## src/rtl/clk_div_gen_if.sv

```systemverilog
// clk_div_gen_if: reconfiguration request channel of clk_div_gen.
//
// Handshake: a request (CFG_CH, CFG_DIV) is transferred on a rising edge
// where CFG_VALID=1 and CFG_READY=1. While CFG_READY=0 the requester keeps
// CFG_VALID high and CFG_CH/CFG_DIV stable; nothing is lost or consumed.
//
// Signals:
//   CFG_VALID  requester -> block  request present
//   CFG_READY  block -> requester  request can be accepted this cycle
//   CFG_CH     requester -> block  target channel index
//   CFG_DIV    requester -> block  new divide ratio
interface clk_div_gen_if #(
    parameter int DIV_W = 16
);
    logic             CFG_VALID;
    logic             CFG_READY;
    logic [2:0]       CFG_CH;
    logic [DIV_W-1:0] CFG_DIV;

    modport master (
        output CFG_VALID,
        output CFG_CH,
        output CFG_DIV,
        input  CFG_READY
    );

    modport slave (
        input  CFG_VALID,
        input  CFG_CH,
        input  CFG_DIV,
        output CFG_READY
    );
endinterface

```

## src/rtl/clk_div_gen.sv

```systemverilog
// clk_div_gen: multi-channel integer clock-enable / divided-clock generator
// with a lock FSM. Each channel divides CLK_IN by its own ratio D (>=2).
// A reconfiguration writes a shadow divisor and forces a settle period of
// LOCK_CYCLES cycles with all outputs low; on re-entering RUN every shadow
// divisor becomes active and all channels restart phase-aligned.
//
// Ports:
//   CLK_IN       single clock, rising edge
//   RESET_N      synchronous active-low reset
//   cfg          reconfiguration request channel (slave side)
//   CLK_OUT      registered divided clock per channel
//   CLK_EN       registered one-cycle pulse on each CLK_OUT rising phase
//   LOCKED       outputs valid and stable (FSM in RUN)
//   dbg_state_o  lock FSM state (0 = SETTLE, 1 = RUN)
module clk_div_gen #(
    parameter int NUM_CH      = 2,
    parameter int DIV_W       = 16,
    parameter int DEFAULT_DIV = 2,
    parameter int LOCK_CYCLES = 64
) (
    input  logic              CLK_IN,
    input  logic              RESET_N,
    clk_div_gen_if.slave      cfg,
    output logic [NUM_CH-1:0] CLK_OUT,
    output logic [NUM_CH-1:0] CLK_EN,
    output logic              LOCKED,
    output logic              dbg_state_o
);

    localparam int SW = $clog2(LOCK_CYCLES + 1);
    localparam logic [SW-1:0]    SETTLE_LAST = SW'(LOCK_CYCLES - 1);
    // Ratios below 2 cannot produce a toggling output, so they are floored.
    localparam logic [DIV_W-1:0] DEF_DIV = (DEFAULT_DIV < 2) ? DIV_W'(2) : DIV_W'(DEFAULT_DIV);

    typedef enum logic {
        SETTLE = 1'b0,
        RUN    = 1'b1
    } state_t;

    state_t            state_q;
    logic [SW-1:0]     settle_q;
    logic [DIV_W-1:0]  shadow_q [NUM_CH];
    logic [DIV_W-1:0]  div_q    [NUM_CH];
    logic [DIV_W-1:0]  cnt_q    [NUM_CH];
    logic [NUM_CH-1:0] clk_out_q;
    logic [NUM_CH-1:0] clk_en_q;

    // Next values of the channel datapath when staying in RUN.
    logic [DIV_W-1:0]  cnt_d    [NUM_CH];
    logic [DIV_W:0]    half_w   [NUM_CH];
    logic [NUM_CH-1:0] clk_out_d;
    logic [NUM_CH-1:0] clk_en_d;

    logic             accept;
    logic             ch_ok;
    logic [DIV_W-1:0] div_wr;

    assign accept = cfg.CFG_VALID && cfg.CFG_READY;
    assign ch_ok  = ({29'd0, cfg.CFG_CH} < 32'(NUM_CH));
    assign div_wr = (cfg.CFG_DIV < DIV_W'(2)) ? DIV_W'(2) : cfg.CFG_DIV;

    always_comb begin
        cnt_d     = '{default: '0};
        half_w    = '{default: '0};
        clk_out_d = '0;
        clk_en_d  = '0;
        for (int i = 0; i < NUM_CH; i++) begin
            // Compare against D-1 so a divisor of 2^DIV_W-1 wraps without
            // the counter ever needing an extra bit.
            cnt_d[i]     = (cnt_q[i] == div_q[i] - 1'b1) ? '0 : cnt_q[i] + 1'b1;
            // (D+1)/2 computed one bit wider so D = 2^DIV_W-1 does not overflow.
            half_w[i]    = ({1'b0, div_q[i]} + 1'b1) >> 1;
            clk_out_d[i] = ({1'b0, cnt_d[i]} < half_w[i]);
            clk_en_d[i]  = (cnt_d[i] == '0);
        end
    end

    always_ff @(posedge CLK_IN) begin
        if (!RESET_N) begin
            state_q   <= SETTLE;
            settle_q  <= '0;
            shadow_q  <= '{default: DEF_DIV};
            div_q     <= '{default: DEF_DIV};
            cnt_q     <= '{default: '0};
            clk_out_q <= '0;
            clk_en_q  <= '0;
        end else begin
            case (state_q)
                SETTLE: begin
                    if (settle_q == SETTLE_LAST) begin
                        // First RUN cycle: counters at 0, so every channel
                        // starts high with an enable pulse, phase-aligned.
                        state_q   <= RUN;
                        settle_q  <= '0;
                        div_q     <= shadow_q;
                        cnt_q     <= '{default: '0};
                        clk_out_q <= '1;
                        clk_en_q  <= '1;
                    end else begin
                        settle_q  <= settle_q + 1'b1;
                        cnt_q     <= '{default: '0};
                        clk_out_q <= '0;
                        clk_en_q  <= '0;
                    end
                end
                RUN: begin
                    if (accept && ch_ok) begin
                        for (int i = 0; i < NUM_CH; i++) begin
                            if (cfg.CFG_CH == 3'(i)) begin
                                shadow_q[i] <= div_wr;
                            end
                        end
                        state_q   <= SETTLE;
                        settle_q  <= '0;
                        cnt_q     <= '{default: '0};
                        clk_out_q <= '0;
                        clk_en_q  <= '0;
                    end else begin
                        // Out-of-range requests are consumed here with no effect.
                        cnt_q     <= cnt_d;
                        clk_out_q <= clk_out_d;
                        clk_en_q  <= clk_en_d;
                    end
                end
                default: begin
                    state_q <= SETTLE;
                end
            endcase
        end
    end

    assign LOCKED        = (state_q == RUN);
    assign cfg.CFG_READY = LOCKED;
    assign CLK_OUT       = clk_out_q;
    assign CLK_EN        = clk_en_q;
    assign dbg_state_o   = (state_q == RUN);

endmodule

```

## src/flat_wrapper.sv

```systemverilog
// flat-port wrapper written by rule: the top's interface ports become plain ports
module clk_div_gen_flat 
#(
    parameter int NUM_CH      = 2,
    parameter int DIV_W       = 16,
    parameter int DEFAULT_DIV = 2,
    parameter int LOCK_CYCLES = 64
)
  (CLK_IN, RESET_N, CLK_OUT, CLK_EN, LOCKED, dbg_state_o, cfg_CFG_VALID, cfg_CFG_CH, cfg_CFG_DIV, cfg_CFG_READY);
  clk_div_gen_if #(.DIV_W(DIV_W)) cfg_i ();
  input  logic CLK_IN;
  input  logic RESET_N;
  output logic [NUM_CH-1:0] CLK_OUT;
  output logic [NUM_CH-1:0] CLK_EN;
  output logic LOCKED;
  output logic dbg_state_o;
  input wire logic [$bits(cfg_i.CFG_VALID)-1:0] cfg_CFG_VALID;
  input wire logic [$bits(cfg_i.CFG_CH)-1:0] cfg_CFG_CH;
  input wire logic [$bits(cfg_i.CFG_DIV)-1:0] cfg_CFG_DIV;
  output wire logic [$bits(cfg_i.CFG_READY)-1:0] cfg_CFG_READY;
  assign cfg_i.CFG_VALID = cfg_CFG_VALID;
  assign cfg_i.CFG_CH = cfg_CFG_CH;
  assign cfg_i.CFG_DIV = cfg_CFG_DIV;
  assign cfg_CFG_READY = cfg_i.CFG_READY;
  clk_div_gen #(.NUM_CH(NUM_CH), .DIV_W(DIV_W), .DEFAULT_DIV(DEFAULT_DIV), .LOCK_CYCLES(LOCK_CYCLES)) u_core (.CLK_IN(CLK_IN), .RESET_N(RESET_N), .cfg(cfg_i), .CLK_OUT(CLK_OUT), .CLK_EN(CLK_EN), .LOCKED(LOCKED), .dbg_state_o(dbg_state_o));
endmodule
```

## config.mk

```make
export PLATFORM = sky130hd
export DESIGN_NAME = clk_div_gen_flat
export DESIGN_NICKNAME = d
export VERILOG_FILES = /design/src/rtl/clk_div_gen_if.sv /design/src/rtl/clk_div_gen.sv /design/src/flat_wrapper.sv
export SDC_FILE = /design/constraint.sdc
export NUM_CORES = 1
export LEC_CHECK = 0
export CORE_MARGIN = 2
export CORE_UTILIZATION = 50
export CTS_CLUSTER_SIZE = 20
export DETAILED_ROUTE_END_ITERATION = 8
export PLACE_DENSITY = 0.7
export SLEW_MARGIN = 20
export SYNTH_ARGS = -nofsm -noshare
export SYNTH_HDL_FRONTEND = slang
export SYNTH_SLANG_ARGS = --single-unit
```

## constraint.sdc

```tcl
create_clock -name CLK_IN -period 3.8 [get_ports CLK_IN]
set_clock_uncertainty 0.15 [all_clocks]
set_input_delay 0.57 -clock CLK_IN [delete_from_list [all_inputs] [get_ports CLK_IN]]
set_output_delay 0.57 -clock CLK_IN [all_outputs]
set_load 0.01 [all_outputs]
```

==> results_dict.tcl <==
set metrics [dict create \
    place.gp.congestion 0.8666 \
    hold_class "reg -> reg" \
    overflow 0 \
    vias_per_cell 5.626 \
    synth_top_area_share_pct 30.57 \
    wl_per_cell_um 15.23 \
    ys_warn_count 0 \
    synth.area.top_cells "dfxtp_1 (31%), nand2_1 (8.6%), xnor2_1 (6.6%)" \
    crit_family "simple AND/OR/NAND/NOR gates" \
    clock_latency_ns 0.36 \
    clockRootBuffer "clkbuf_16" \
    grt_pass1_vias 5676 \
    period_needed_ns 3.810 \
    timing.reg2reg.setup_slack_ns -0.01 \
    async_flop_share_pct 0 \
    setup.worst_path.end_class "flip-flop" \
    tightest_slew_ns 0.7683 \
    final_area_um2 8093 \
    holdPathEnd "u_core.div_q[14]" \
    first_iter_violations 560 \
    stdcell_count 1126 \
    drc 0 \
    hp-start "u_core.shadow_q[14]" \
    r2r_end "u_core.CLK_OUT[0]" \
    cpMostUsedCell "nor2_1" \
    grt_use_total_pct 23.49 \
    dieWidth_um 122.9 \
    coreArea_um2 13830 \
    syn_inst 914 \
    slowest_stage "nor4b_4" \
    path_max_fanout 7 \
    path_cells "nor4_4 -> buf_4 -> and3_4 -> and2_4 -> a211o_1 -> a31oi_4 -> nor4b_4 -> buf_6 -> nor2_1 -> ha_1 -> nand4_1 -> nor2_1 -> a211o_1 -> o21ai_2 -> or3_4 -> a41oi_2 -> nor2_1" \
    ant_nets 0 \
    cap_viol_max_count 0 \
    clkSinkCount 108 \
    die_area_um2 15110 \
    cp_slowest_stage_delay_ns 0.42 \
    fin_crit_sh_pct 100.3 \
    numPortBuffers 28 \
    synth-seq-cells 108 \
    grt_antenna_before_repair 0 \
    timing.hold.ws_ns 0.3093 \
    violations "setup timing" \
    io_pins 29 \
    seq_area_frac_synth_pct 30.57 \
    critical_path_arrival_ns 3.91 \
    grt_pass1_wl_um 28100 \
    status "finished, violations left" \
    reg2reg_depth 17 \
    final_nets 1000 \
    finalSetupTns_ns -0.01002 \
    first_pass_iters 5 \
    crit_type "reg -> reg" \
    rr_startpoint "u_core.div_q[18]" \
    ys_types 64 \
    dp_hpwl_um 12860 \
    slew_headroom_pct 48.59 \
    h-tree-depth 3 \
    final_common_cell "nand2_1" \
    chipHeight_um 122.9 \
    cts_hold_buf 0 \
    diodes 0 \
    syn_to_final_growth_pct 14.44 \
    final_cell_mix "nand2_1 (162), dfxtp_1 (105), nor2_1 (85), a21boi_0 (58), buf_4 (58)" \
    synth_edf_count 0 \
    fmax_mhz 262.5 \
    p_leak_nw 3.143 \
    clkTransAtPathRegs_ns 0.08 \
    irDropWorstVdd_uv 202.5 \
    grt_max_degree 57 \
    syn_avg_cell_area_um2 7.737 \
    setup_violations 1 \
    powerDensity_nw_per_um2 260.3 \
    cts_max_path_buffers 2 \
    placed_area_um2 7674 \
    crit_path_start_kind "flip-flop" \
    synth_largest_area_cell "dfxtp_1" \
    worstPathRequired_ns 3.90 \
    synth_area_um2 7072 \
    cp_num_buf_inv 2 \
    drive_gt1_share_pct 11.84 \
    dr_total_vias 6335 \
    rsz0062_at_grt "yes" \
    final_max_slew_viol_count 0 \
    initial_core_util_pct 51.14 \
    setup_ws_ns -0.01002 \
    place_inst 1103 \
    routed_wl_um 17150 \
    cts_buffers 9 \
    synthesis.nets 973 \
    hold_path_depth 2 \
    synthFlopType "dfxtp_1" \
    cts_tree "yes" \
    rows 43 \
    hold_viol_final 0 \
]
sequential cells by signal, summed over array words and instances (netlist names):
register         count
u_core.settle_q      7
u_core.shadow_q     32
u_core.LOCKED        1
u_core.cnt_q        32
u_core.CLK_EN        2
u_core.CLK_OUT       2
u_core.div_q        32
cell type report:
class                      instances  area (um2)
inverter                          11       41.29
multi-input combinational        721        4621
clock inverter                     6       55.05
timing repair buffer              90       755.7
fill                            1290        5734
tap                              180       225.2
sequential                       108        2166
clock buffer                      10       229.0
worst max path at each step:
stage	from	to	slack (ns)	depth (start not counted)
detailed placement	u_core.div_q[18]	u_core.CLK_OUT[0]	-0.09	16
floorplan	u_core.div_q[19]	u_core.CLK_OUT[0]	-0.006	17
CTS	u_core.div_q[21]	u_core.CLK_OUT[0]	0.03	17
finish	u_core.div_q[18]	u_core.CLK_OUT[0]	-0.01	17
global route	u_core.div_q[18]	u_core.CLK_OUT[0]	-0.20	18
global placement	u_core.div_q[18]	u_core.CLK_OUT[0]	-0.002	14
through the flow:
| stage | total power, mW | utilization (%) | setup slack (ns) |
|---|---|---|---|
| 6_report | 2.106 | 58.53 | -0.01002 |
| 5_1_grt | 2.170 | 58.53 | -0.1998 |
| 4_1_cts | 2.120 | 57.74 | 0.03160 |
| 3_5_place_dp | 1.217 | 55.50 | -0.08708 |
| 3_3_place_gp | 1.217 | 55.50 | -0.002290 |
| 2_1_floorplan | 1.184 | - | -0.006030 |
Yosys cell counts, types with 13 or more instances:
cell type  number
a21boi_0       58
a21o_1         15
a21oi_1        14
and3_1         19
clkbuf_1       55
dfxtp_1       108
ha_1           37
nand2_1       162
nand3_1        39
nand4_1        23
nor2_1         85
nor3_1         37
nor4_1         13
o21ai_0        18
xnor2_1        53
xor2_1         45
tightest hold or removal path: cells and delay by family, from the launching register on:
family / cells / cell delay, ns
flip-flops: 1 / 0.31
AO/OA/AOI/OAI: 1 / 0.06
AND/OR/NAND/NOR: 1 / 0.05
power breakdown:
group	switching, mW	internal, mW	leakage (nW)
registers	0.00244	1.13	0.871
logic	0.0234	0.0310	2.13
clock network	0.457	0.460	0.140
kinds of logic (layout without fill, tap and decap cells):
kind of cell,count (synthesis),count (layout),share of synthesized area [%]
AND/OR/NAND/NOR,432,432,29.79
buffers and inverters,85,117,5.290
flip-flops,108,108,30.57
adder cells (fa/ha/maj),37,37,6.546
multiplexers,2,2,0.2831
XOR/XNOR,98,98,12.14
AO/OA/AOI/OAI,152,152,15.38
layer usage:
layer | routed length, um | global-route usage (%)
met5 | 0 | 0
met4 | 231 | 6.753
met3 | 911 | 2.814
met2 | 7709 | 35.70
met1 | 8300 | 34.83
repair_timing:
item / 4_1_cts / 5_1_grt
pin swaps: 2 / 21
endpoints found under the setup margin: 1 / 2
buffers inserted: 2 / 5
gates resized for setup: 7 / 20
(Power assumes the default switching activity.)
